`config.mk`:
```
export PLATFORM = sky130hd
export DESIGN_NAME = adc128s_serf_flat
export DESIGN_NICKNAME = d
export VERILOG_FILES = /design/src/rtl/adc128s_serf_if.sv /design/src/rtl/adc128s_serf.sv /design/src/flat_wrapper.sv
export SDC_FILE = /design/constraint.sdc
export NUM_CORES = 1
export LEC_CHECK = 0
export CORE_ASPECT_RATIO = 0.8
export CORE_MARGIN = 10
export CORE_UTILIZATION = 49
export DETAILED_ROUTE_END_ITERATION = 6
export PLACE_DENSITY = 0.86
export RECOVER_POWER = 100
export SYNTH_ARGS = -nofsm -noshare
export SYNTH_HDL_FRONTEND = slang
export SYNTH_SLANG_ARGS = --single-unit
```
`constraint.sdc`:
```
create_clock -name clk -period 3 [get_ports clk]
set_input_delay 0.6 -clock clk [delete_from_list [all_inputs] [get_ports clk]]
set_output_delay 0.6 -clock clk [all_outputs]
set_load 0.1 [all_outputs]
```
`src/rtl/adc128s_serf_if.sv`:
```
// adc128s_serf_if
// Serial (SPI) pins between the A2D interface master and the ADC stand-in.
//   SS_n  : slave select, active-low, driven by master
//   SCLK  : serial clock, idles high, driven by master
//   MOSI  : command data, driven by master
//   MISO  : response data, driven by the ADC responder
interface adc128s_serf_if;
    logic SS_n;
    logic SCLK;
    logic MOSI;
    logic MISO;

    modport master (output SS_n, output SCLK, output MOSI, input MISO);
    modport slave  (input SS_n, input SCLK, input MOSI, output MISO);
endinterface

```
`src/rtl/adc128s_serf.sv`:
```
// adc128s_serf
// Synthesizable ADC128S-style serial responder: decodes the 16-bit command
// on MOSI, remembers the commanded channel and returns the previously
// commanded channel's 12-bit sample on MISO (MSB first, 4 leading zeros).
// Ports:
//   clk      : system clock (SCLK is at most clk/32)
//   rst_n    : asynchronous active-low reset
//   spi      : SPI pins (slave modport), all async to clk
//   ch_data  : 8 x 12-bit sample values, channel n at [12n+11:12n]
//   chnnl    : channel captured from the last complete 16-bit frame
//   cmd_vld  : one-clk pulse when a 16-bit frame completes
//   frm_err  : one-clk pulse when a frame ends with a bit count other than 16
//
// state | meaning
// IDLE  | SS_n high (or frame not yet allowed after reset)
// ARMED | SS_n low, response loaded, waiting for first SCLK rise
// SHIFT | frame in progress, rises shift MOSI in, falls shift MISO out
module adc128s_serf (
    input  logic              clk,
    input  logic              rst_n,
    adc128s_serf_if.slave     spi,
    input  logic [95:0]       ch_data,
    output logic [2:0]        chnnl,
    output logic              cmd_vld,
    output logic              frm_err
);

    typedef enum logic [1:0] {IDLE, ARMED, SHIFT} state_t;

    state_t      state, state_nxt;
    logic [2:0]  ss_q, sclk_q, mosi_q;
    logic        ss_fall, ss_rise, sclk_rise, sclk_fall;
    logic [1:0]  settle;
    logic        ss_ok;
    logic [15:0] tx_shft;
    // Only bits [13:11] of the command are ever read, so the MSB is not kept.
    logic [14:0] rx_shft;
    logic [4:0]  bit_cnt;
    logic [11:0] sample_sel;
    logic        ld_tx, rx_step, tx_step, frame_ok, frame_bad;

    always_ff @(posedge clk or negedge rst_n) begin
        if (!rst_n) begin
            ss_q   <= 3'b111;
            sclk_q <= 3'b111;
            mosi_q <= 3'b111;
        end else begin
            ss_q   <= {ss_q[1:0], spi.SS_n};
            sclk_q <= {sclk_q[1:0], spi.SCLK};
            mosi_q <= {mosi_q[1:0], spi.MOSI};
        end
    end

    assign ss_fall   =  ss_q[2]   & ~ss_q[1];
    assign ss_rise   = ~ss_q[2]   &  ss_q[1];
    assign sclk_rise = ~sclk_q[2] &  sclk_q[1];
    assign sclk_fall =  sclk_q[2] & ~sclk_q[1];

    // The synchronizers come out of reset holding 1, so an SS_n pin that is
    // already low would look like a fresh fall. A frame is only accepted once
    // a real (post-reset) sample of SS_n has been seen high.
    always_ff @(posedge clk or negedge rst_n) begin
        if (!rst_n) begin
            settle <= 2'd0;
            ss_ok  <= 1'b0;
        end else begin
            if (settle != 2'd2)
                settle <= settle + 2'd1;
            if (settle == 2'd2 && ss_q[1])
                ss_ok <= 1'b1;
        end
    end

    always_comb begin
        sample_sel = 12'h000;
        for (int i = 0; i < 8; i++) begin
            if (chnnl == i[2:0])
                sample_sel = ch_data[12*i +: 12];
        end
    end

    always_ff @(posedge clk or negedge rst_n) begin
        if (!rst_n)
            state <= IDLE;
        else
            state <= state_nxt;
    end

    always_comb begin
        state_nxt = state;
        ld_tx     = 1'b0;
        rx_step   = 1'b0;
        tx_step   = 1'b0;
        frame_ok  = 1'b0;
        frame_bad = 1'b0;
        case (state)
            IDLE: begin
                if (ss_fall && ss_ok) begin
                    ld_tx     = 1'b1;
                    state_nxt = ARMED;
                end
            end
            ARMED: begin
                // SS_n rise takes priority over a coincident SCLK rise.
                if (ss_rise) begin
                    state_nxt = IDLE;
                    frame_ok  = (bit_cnt == 5'd16);
                    frame_bad = (bit_cnt != 5'd16);
                end else if (sclk_rise) begin
                    rx_step   = 1'b1;
                    state_nxt = SHIFT;
                end
            end
            SHIFT: begin
                if (ss_rise) begin
                    state_nxt = IDLE;
                    frame_ok  = (bit_cnt == 5'd16);
                    frame_bad = (bit_cnt != 5'd16);
                end else begin
                    rx_step = sclk_rise;
                    tx_step = sclk_fall;
                end
            end
            default: state_nxt = IDLE;
        endcase
    end

    always_ff @(posedge clk or negedge rst_n) begin
        if (!rst_n) begin
            tx_shft <= 16'h0000;
            rx_shft <= 15'h0000;
            bit_cnt <= 5'd0;
            chnnl   <= 3'd0;
            cmd_vld <= 1'b0;
            frm_err <= 1'b0;
        end else begin
            cmd_vld <= frame_ok;
            frm_err <= frame_bad;
            if (frame_ok)
                chnnl <= rx_shft[13:11];
            if (ld_tx) begin
                tx_shft <= {4'h0, sample_sel};
                bit_cnt <= 5'd0;
            end else if (tx_step) begin
                tx_shft <= {tx_shft[14:0], 1'b0};
            end
            if (rx_step) begin
                rx_shft <= {rx_shft[13:0], mosi_q[2]};
                if (bit_cnt != 5'd31)
                    bit_cnt <= bit_cnt + 5'd1;
            end
        end
    end

    assign spi.MISO = ss_q[1] ? 1'b1 : tx_shft[15];

endmodule

```
`src/flat_wrapper.sv`:
```
// flat-port wrapper written by rule: the top's interface ports become plain ports
module adc128s_serf_flat 
  (clk, rst_n, ch_data, chnnl, cmd_vld, frm_err, spi_SS_n, spi_SCLK, spi_MOSI, spi_MISO);
  adc128s_serf_if spi_i ();
  input  logic clk;
  input  logic rst_n;
  input  logic [95:0] ch_data;
  output logic [2:0] chnnl;
  output logic cmd_vld;
  output logic frm_err;
  input wire logic [$bits(spi_i.SS_n)-1:0] spi_SS_n;
  input wire logic [$bits(spi_i.SCLK)-1:0] spi_SCLK;
  input wire logic [$bits(spi_i.MOSI)-1:0] spi_MOSI;
  output wire logic [$bits(spi_i.MISO)-1:0] spi_MISO;
  assign spi_i.SS_n = spi_SS_n;
  assign spi_i.SCLK = spi_SCLK;
  assign spi_i.MOSI = spi_MOSI;
  assign spi_MISO = spi_i.MISO;
  adc128s_serf u_core (.clk(clk), .rst_n(rst_n), .spi(spi_i), .ch_data(ch_data), .chnnl(chnnl), .cmd_vld(cmd_vld), .frm_err(frm_err));
endmodule
```
Word-level counts from Yosys, hierarchy flattened
Index checks and enable logic that the tools add are counted.

operators by class
  add/sub/neg operators = 2
  eq/ne operators = 17
  mux-type cells = 31
  bitwise gates (word level) = 8
  reduce and logical (&&, ||, !) cells = 7

operator list
  operator                                       number
  two-way mux 12 bit                             8
  two-way mux 16 bit                             2
  two-way mux 5 bit                              3
  == test 3 bit, second input constant           4
  two-way mux 1 bit                              12
  != test 5 bit, second input constant           2
  two-way mux 2 bit                              4
  == test 3 x 2 -> 1 bit, second input constant  2
  case mux 2 bit (3 select lines)                1
  adder 5 x 1 -> 5 bit, second input constant    1
  == test 5 bit, second input constant           1
  bitwise AND 1 bit                              4
  == test 2 bit, second input constant           2
  != test 2 x 1 -> 1 bit, second input constant  2
  NOT 1 bit                                      4
  == test 3 x 1 -> 1 bit, second input constant  1
  logical NOT 3 bit                              1
  != test 3 x 1 -> 1 bit, second input constant  1
  AND reduction 3 bit                            1
  adder 2 x 1 -> 2 bit, second input constant    1
  == test 2 x 1 -> 1 bit, second input constant  1
  logical AND 1 bit                              2
  logical NOT 2 bit                              1
  != test 2 bit, second input constant           1
  other kinds (3)                                3

storage, ports and cells
  bits in registers = 54
  output and inout bits = 6
  logic and storage cells = 77

Longest topological paths before layout
Gate-level depths: netlist of run 1.

  word-level depth = 10
  mapped depth = 7
  mapped depth without buffers = 6

Worst setup path before layout of run 1
OpenSTA, ideal clock, no wires.

  kind = flip-flop to flip-flop
  start = register u_core.chnnl[0]
  end = register u_core.tx_shft[10]
  setup time = 132 ps
  arrival = 2,188 ps
  data required time = 2,868 ps
  path slack = 680 ps
  stages on the path, launching flop included = 7
  path buffers = 2
  cell sequence = dfrtp_1 > buf_2 > buf_4 > mux2_1 > o221ai_1 > o21ai_1 > o2bb2ai_1

on the way
  word-level cells in the longest chain between the ends = 10
  elaborated cells on any way between the ends = 17

RTL lines
  what                             line                 source
  start: declaration               adc128s_serf.sv:23   output logic [2:0] chnnl,
  start signal: assignment         adc128s_serf.sv:140  chnnl <= rx_shft[13:11];
  logical NOT 3 bit                adc128s_serf.sv:77   if (chnnl == i[2:0])
  two-way mux 12 bit (7 in a row)  adc128s_serf.sv:77
  two-way mux 12 bit *             adc128s_serf.sv:77
  two-way mux 16 bit *             adc128s_serf.sv:141  if (ld_tx) begin
  end signal: assignment           adc128s_serf.sv:142  tx_shft <= {4'h0, sample_sel};
  end signal: assignment           adc128s_serf.sv:145  tx_shft <= {tx_shft[14:0], 1'b0};
  end: declaration                 adc128s_serf.sv:35   logic [15:0] tx_shft;

Every way passes the cells marked *; elsewhere a longest branch is shown, timed or not.
A chain may end at the register's enable or synchronous reset.

Worst setup path in the final report of run 1
  start = register u_core.ss_q[1]
  end = output port spi_MISO

on the way
  word-level cells in the longest chain between the ends = 1

RTL lines
  what                      line                 source
  start: declaration        adc128s_serf.sv:31   logic [2:0] ss_q, sclk_q, mosi_q;
  start signal: assignment  adc128s_serf.sv:48   ss_q <= {ss_q[1:0], spi.SS_n};
  two-way mux 1 bit         adc128s_serf.sv:155  assign spi.MISO = ss_q[1] ? 1'b1 : tx_shft[15];
  end: declaration          flat_wrapper.sv:14   output wire logic [$bits(spi_i.MISO)-1:0] spi_MISO;

No other way between the ends.

==> reports/summary.log, run 1 <==
qor: placement.finalWeightedCongestion 0.784
qor: pwr.power_density 464 nW/µm²
qor: sta.timing.hold.ws 0.327 ns
qor: yosys.synth-compound-area-share 10.4%
qor: sta.tightest_slew 1.19 ns
qor: yosys.number_of_synthesized_flops_with_an_enable_pin 0
qor: sta.worst_clock_skew 0.00796 ns
qor: clocking.cts_num_sinks 54
qor: yosys.synth_cell_types 48
qor: die.fp-row-count 25
qor: yosys.ys_seq_elements 54
qor: sta.fmaxAchievable 389 MHz
qor: placement.port_buffers 106
qor: yosys.post_synth.cell_area_avg 11.7 µm²
qor: pwr.power_frac_clock 21.6%
qor: yosys.synth_ff_type sky130_fd_sc_hd__dfrtp_1
qor: yosys.synth_mux_area_share 27.2%
qor: clocking.max-clock-path-buffers 2
qor: run_status.status finished, final reports clean
qor: placement.dp.cells 439
qor: layout.post_route_cells_drive_above_1_share 11.5%
qor: layout.antenna_diode_count 0
qor: yosys.synth_area_in_adders 2.83%
qor: global_routing.grt_antenna_before_repair 0
qor: die.floorplan.initialDensity 51.5%
qor: yosys.synth-warning-count 0
qor: layout.flow.area_growth_from_synthesis 37.5%
qor: yosys.synth_simple_gate_area_share 10.5%
qor: sta.setup_repair_after_global_routing_missed_its_margin false
qor: critical_path.path_class flip-flop to output pin
qor: die.ios 107
qor: clocking.post_cts.resized_instances 0
qor: pwr.power 1.97 mW
qor: yosys.synth.largest_area_cell sky130_fd_sc_hd__dfrtp_1
qor: clocking.post_cts_hold_buffers 0
qor: sta.timing.slew.headroom 21.3%
qor: yosys.largest_family_of_logic_cells_by_synthesized_area multiplexers
qor: yosys.post-synth-top-area-fraction 36.4%
qor: global_routing.grt_start_max_net_pins 42
qor: sta.setup_tns 0 ns
qor: global_routing.grt-ovfl-total 0
qor: routing.ant_nets 0
qor: die.height_of_the_die 91.0 µm
qor: sta.timing.final.setup_violations 0
qor: yosys.yosys-top-cells-area sky130_fd_sc_hd__dfrtp_1 36%, sky130_fd_sc_hd__mux4_2 9.5%, sky130_fd_sc_hd__mux2i_1 9.4%, sky130_fd_sc_hd__dfstp_2 7.6%, sky130_fd_sc_hd__mux2_1 7.6%
qor: critical_path.worstSetupEndpointType output pin
qor: routing.drtPass1Iterations 7
qor: pwr.comb_power_share 28.6%
qor: yosys.synth-xor-area-share 0.567%
qor: critical_path.start_kind flip-flop
qor: die.horiz_die_dim 109 µm
qor: sta.report.final.slew_viol_count 0
qor: pwr.p_sw 0.596 mW
qor: placement.hpwlAfterDp 6.60 mm
qor: yosys.postSynth.asyncResetShare 100%
qor: clocking.numCtsBuffers 5
qor: pwr.cell_internal_pwr 1.38 mW
qor: sta.timing.final.crit_period 2.57 ns
qor: routing.avgViaCountPerCell 5.47
qor: routing.number_of_vias_in_the_routed_layout 2443
qor: pwr.vdd.ir_drop.worst 0.290 mV
qor: pwr.seq_power_share 49.8%
qor: clocking.tritoncts built
qor: routing.wire_per_inst 18.8 µm
qor: critical_path.regToRegSetupSlack 0.54 ns
qor: global_routing.vias_in_the_first_global_route 2513
qor: global_routing.grt_first_pass_wirelength 13.5 mm
qor: layout.nNetsFinal 473
qor: critical_path.worstPathArrival 1.97 ns
qor: sta.final_period_utilization 85.7%
qor: yosys.synthesis.instances 264
qor: die.fp.dieArea 9910 µm²
qor: critical_path.critPathMaxFanout 8
qor: routing.detail_route.iter0.violations 109
qor: yosys.ys_seq_area_share 44.1%
qor: global_routing.gr-usage-all-layers 17.1%
qor: layout.final_cell_count_no_fill 447
qor: min_path.holdCritPathClass input port to async pin
qor: die.placeableCoreArea 6010 µm²
qor: routing.route.final.wire_length 8.41 mm
qor: pwr.static-leakage-power 1.67 nW
qor: yosys.synthesis.area 3090 µm²
qor: critical_path.timing.critical_path.required 2.40 ns
qor: layout.utilization_after_layout 70.8%
qor: clocking.root_buffer sky130_fd_sc_hd__clkbuf_8
qor: clocking.ctsHtreeMaxLevel 2
qor: job.maxCapViolations 0
qor: sta.final_hold_viol_count 0
qor: clocking.worst_setup_hold_path_clk_slew 0.10 ns
qor: routing.drt_drc 0
qor: yosys.postSynthNetCount 372
qor: clocking.insertion_delay 0.31 ns
qor: clocking.post-cts-setup-buffers 0
qor: layout.num-fill-cells 464
qor: pwr.netSwitchingFraction 30.2%
path summary, 6_finish.rpt:
path                                   from                 to  cells after the start
max in group asynchronous             rst_n  u_core.tx_shft[7]                      2
min in group clk           u_core.mosi_q[0]   u_core.mosi_q[1]                      0
min reg2reg                u_core.mosi_q[0]   u_core.mosi_q[1]                      0
max reg2reg                  u_core.ss_q[1]  u_core.tx_shft[0]                      5
max                          u_core.ss_q[1]           spi_MISO                      2
min                                   rst_n  u_core.rx_shft[8]                      1
cells in the mapped netlist, drive strengths merged (3+ instances only):
| cell | count |
|---|---|
| a22oi | 3 |
| nor3 | 3 |
| mux4 | 13 |
| ha | 7 |
| mux2i | 29 |
| nand3 | 5 |
| nor2b | 4 |
| nand2b | 4 |
| dfrtp | 45 |
| clkbuf | 6 |
| buf | 12 |
| o2bb2ai | 3 |
| mux2 | 23 |
| nand2 | 13 |
| o21ai | 16 |
| nor2 | 20 |
| inv | 8 |
| o22ai | 12 |
| dfstp | 9 |
stage by stage:
step	instance area, µm²	setup slack [ns]
6_report	4250	0.429
5_1_grt	4250	0.339
4_1_cts	4290	0.655
3_5_place_dp	4190	0.979
3_3_place_gp	4190	1.02
2_1_floorplan	3090	0.680
sequential cells by signal (all words and copies together) (netlist names):
register        flops
u_core.state        2
u_core.ss_q         3
u_core.tx_shft     16
u_core.ss_ok        1
u_core.rx_shft     14
u_core.mosi_q       3
u_core.sclk_q       3
u_core.frm_err      1
u_core.chnnl        3
u_core.settle       2
u_core.cmd_vld      1
u_core.bit_cnt      5
cell type report:
class | instances | area (µm²) | share of cell area, %
Inverter | 10 | 37.5 | 0.883
Timing Repair Buffer | 112 | 1070 | 25.1
Tap cell | 81 | 101 | 2.38
Multi-Input combinational cell | 182 | 1590 | 37.3
Clock inverter | 2 | 12.5 | 0.294
Clock buffer | 6 | 82.6 | 1.94
Sequential cell | 54 | 1360 | 32.1
critical path, stage by stage, from the launching register on:
cell and delay, ns:
sky130_fd_sc_hd__dfstp_1 0.65, sky130_fd_sc_hd__or2_2 0.15, sky130_fd_sc_hd__clkbuf_1 0.86
power groups by stage:
| stage | registers, mW | logic, mW | clock network, mW |
|---|---|---|---|
| 2_1_floorplan | 0.983 | 0.328 | 0 |
| 3_3_place_gp | 0.985 | 0.554 | 0 |
| 3_5_place_dp | 0.997 | 0.570 | 0 |
| 4_1_cts | 0.983 | 0.577 | 0.432 |
| 5_1_grt | 1.00 | 0.625 | 0.461 |
| 6_report | 0.983 | 0.565 | 0.428 |
per-layer routing:
metal | vias up | routed length [µm] | track usage [%] | share of wire (%)
li1 | 1178 | - | - | -
met1 | 1195 | 3480 | 21.2 | 41
met2 | 65 | 4510 | 29.8 | 54
met3 | 5 | 376 | 3.60 | 4.5
met4 | 0 | 46 | 3.29 | 0.55
met5 | - | 0 | 0 | 0
cells by family after synthesis:
group	Yosys count
and+or+nand+nor	59
AOI/OAI and AO/OA	49
adders and majority gates	7
buffers and inverters	28
muxes	65
xor gates and xnor gates	2
DFF	54
layout by cell type, fill, tap and decap left out, drive strengths merged, types with 8 or more instances in the layout:
| master | instances |
|---|---|
| clkbuf | 16 |
| dfstp | 9 |
| mux2 | 23 |
| nor2 | 20 |
| o21ai | 16 |
| dfrtp | 45 |
| clkdlybuf4s50 | 96 |
| nand2 | 13 |
| inv | 8 |
| mux2i | 29 |
| mux4 | 13 |
| o22ai | 12 |
No activity file was read; power rests on OpenSTA's default activity.
==> run 2, diff against run 1 <==
HOLD_SLACK_MARGIN = 0.12   (was default)
==> results of run 2 <==
The final DEF is identical to that of run 1; final timing and power are the same.
==> run 3, diff against run 2 <==
==> constraint.sdc (replaced) <==
create_clock -name clk -period 3 [get_ports clk]
set_input_delay 0.75 -clock clk [delete_from_list [all_inputs] [get_ports clk]]
set_output_delay 0.75 -clock clk [all_outputs]
set_load 0.1 [all_outputs]
==> run 3 against run 2 <==
Via count grew 2.3%; worst setup slack lost 0.040 ns; critical path type unchanged; count of clock-buffer cells in the layout shrank 1; register-to-register slack lost 0.05 ns; first-iteration DRC count grew 8.3%; critical path depth shrank 1; combinational power is essentially flat; clock skew grew 0.0043 ns; utilization grew 0.65 points; clock power grew 15%; maximum frequency shrank 1.5%; sequential power is essentially flat.
==> reports/summary.log, run 3 (synthesis gave the netlist of run 1 again) <==
qor: run_status.status finished, final reports clean
qor: critical_path.crit_buf_inv 1
qor: clocking.insertion_delay 0.31 ns
qor: sta.timing.final.setup_violations 0
qor: layout.num-fill-cells 468
qor: placement.postPlaceCellArea 4220 µm²
qor: sta.tightest_slew 1.37 ns
qor: routing.detail_route.iter0.violations 118
qor: global_routing.gr-usage-all-layers 17.2%
qor: sta.timing.slew.headroom 8.46%
qor: die.height_of_the_die 91.0 µm
qor: routing.wire_per_inst 18.6 µm
qor: min_path.hold_depth 0
qor: layout.antenna_diode_count 0
qor: die.floorplan.initialDensity 51.5%
qor: layout.regMostFlops u_core.tx_shft
qor: routing.ant_nets 0
qor: critical_path.worstSetupEndpointType output pin
qor: layout.nNetsFinal 476
qor: layout.post_route_cells_drive_above_1_share 11.9%
qor: layout.layout.cell_area.non_filler 4290 µm²
qor: placement.port_buffers 106
qor: placement.finalWeightedCongestion 0.771
qor: global_routing.grt_start_max_net_pins 28
qor: global_routing.grt-ovfl-total 0
qor: routing.drtPass1Iterations 4
qor: sta.setup_tns 0 ns
qor: placement.hpwlAfterDp 6.75 mm
qor: sta.report.final.slew_viol_count 0
qor: critical_path.worstPathArrival 1.86 ns
qor: critical_path.critPathMaxFanout 10
qor: pwr.static-leakage-power 1.71 nW
qor: critical_path.worstPathCellList dlymetal6s4s_1
qor: global_routing.grt_util_met2 30.1%
qor: critical_path.critPathSlowestCell sky130_fd_sc_hd__dlymetal6s4s_1
qor: sta.timing.final.crit_period 2.61 ns
qor: pwr.power 2.04 mW
qor: clocking.worst_setup_hold_path_clk_slew 0.10 ns
qor: clocking.numCtsBuffers 5
qor: critical_path.path_class flip-flop to output pin
qor: clocking.post_cts_hold_buffers 0
qor: die.fp-row-count 25
qor: critical_path.timing.critical_path.required 2.25 ns
qor: routing.avgViaCountPerCell 5.55
qor: die.horiz_die_dim 109 µm
qor: sta.setup_repair_after_global_routing_missed_its_margin false
qor: sta.timing.hold.ws 0.364 ns
qor: die.placeableCoreArea 6010 µm²
qor: clocking.tritoncts built
qor: critical_path.regToRegStartpoint u_core.ss_q[1]
qor: die.fp.dieArea 9910 µm²
qor: critical_path.rr_endpoint u_core.tx_shft[11]
qor: sta.fmaxAchievable 383 MHz
qor: critical_path.timing.critical_path.max_delay_family buffers and inverters
qor: layout.flip_flop_count_of_the_largest_register_after_layout 16
qor: critical_path.start_kind flip-flop
qor: global_routing.grt_antenna_before_repair 0
qor: pwr.vdd.ir_drop.worst 0.291 mV
qor: global_routing.global_route.usage.met3 4.10%
qor: global_routing.use_met1 21.4%
qor: clocking.ctsHtreeMaxLevel 2
qor: clocking.root_buffer sky130_fd_sc_hd__clkbuf_8
qor: min_path.min_delay_worst_endpoint u_core.mosi_q[2]
qor: layout.flow.area_growth_from_synthesis 38.8%
qor: clocking.cts_num_sinks 54
qor: routing.number_of_vias_in_the_routed_layout 2499
qor: clocking.post-cts-setup-buffers 0
qor: sta.final_hold_viol_count 0
qor: routing.drt_drc 0
qor: clocking.max-clock-path-buffers 2
qor: clocking.post_cts.resized_instances 0
qor: routing.route.final.wire_length 8.37 mm
qor: critical_path.regToRegSetupSlack 0.49 ns
qor: layout.most_frequent_standard_cell_in_the_layout_excluding_fill_and_tap_cells sky130_fd_sc_hd__clkdlybuf4s50_1
qor: critical_path.slowest_delay 0.93 ns
qor: sta.final_period_utilization 87.0%
qor: global_routing.vias_in_the_first_global_route 2626
qor: layout.layout.cells.most_common_list 96 x sky130_fd_sc_hd__clkdlybuf4s50_1, 44 x sky130_fd_sc_hd__dfrtp_1, 29 x sky130_fd_sc_hd__mux2i_1
qor: global_routing.grt_first_pass_wirelength 13.8 mm
qor: layout.largest_registers u_core.tx_shft x16, u_core.rx_shft x14, u_core.bit_cnt x5
qor: critical_path.reg2reg_depth 5
qor: min_path.timing.hold.worst.start u_core.mosi_q[1]
qor: job.maxCapViolations 0
qor: min_path.holdCritPathClass flip-flop to flip-flop
qor: sta.worst_clock_skew 0.0122 ns
qor: die.ios 107
qor: global_routing.grt.busiest_layer met2
qor: pwr.power_density 476 nW/µm²
[run 3: area by class of cell]
| type | instances | area [µm²] | area share [%] |
|---|---|---|---|
| multi-input cells | 182 | 1590 | 36.9 |
| flip-flops and latches | 54 | 1360 | 31.8 |
| repair buffers | 115 | 1090 | 25.3 |
| well taps | 81 | 101 | 2.36 |
| clock buffers | 5 | 68.8 | 1.60 |
| clock inverters | 3 | 47.5 | 1.11 |
| inverters | 10 | 37.5 | 0.875 |
[run 3: through the flow]
step	utilization [%]	std cells	setup WS, ns
final	71.4	450	0.389
after CTS	72.1	450	0.631
after detailed placement	70.2	442	0.810
after global routing	71.4	450	0.332
after floorplan	-	264	0.680
after global placement	70.2	442	0.786
[run 3: worst max-delay path by stage]
stage,start,endpoint,cells past startpoint
floorplan,u_core.chnnl[0],u_core.tx_shft[10],6
finish,u_core.chnnl[2],chnnl[2],1
global route,u_core.chnnl[2],chnnl[2],1
global placement,ch_data[5],u_core.tx_shft[5],4
detailed placement,ch_data[5],u_core.tx_shft[5],4
CTS,u_core.chnnl[0],chnnl[0],1
[run 3: where the power goes]
part           switching [mW]  internal, mW
Combinational           0.257         0.309
Clock                   0.239         0.253
Sequential             0.0974         0.884
Total                   0.594          1.45
[run 3: metal layers]
metal,vias up,share of wire (%)
met2,55,54
met4,0,0.25
met1,1258,41
met3,3,5.1
met5,-,0
li1,1183,-
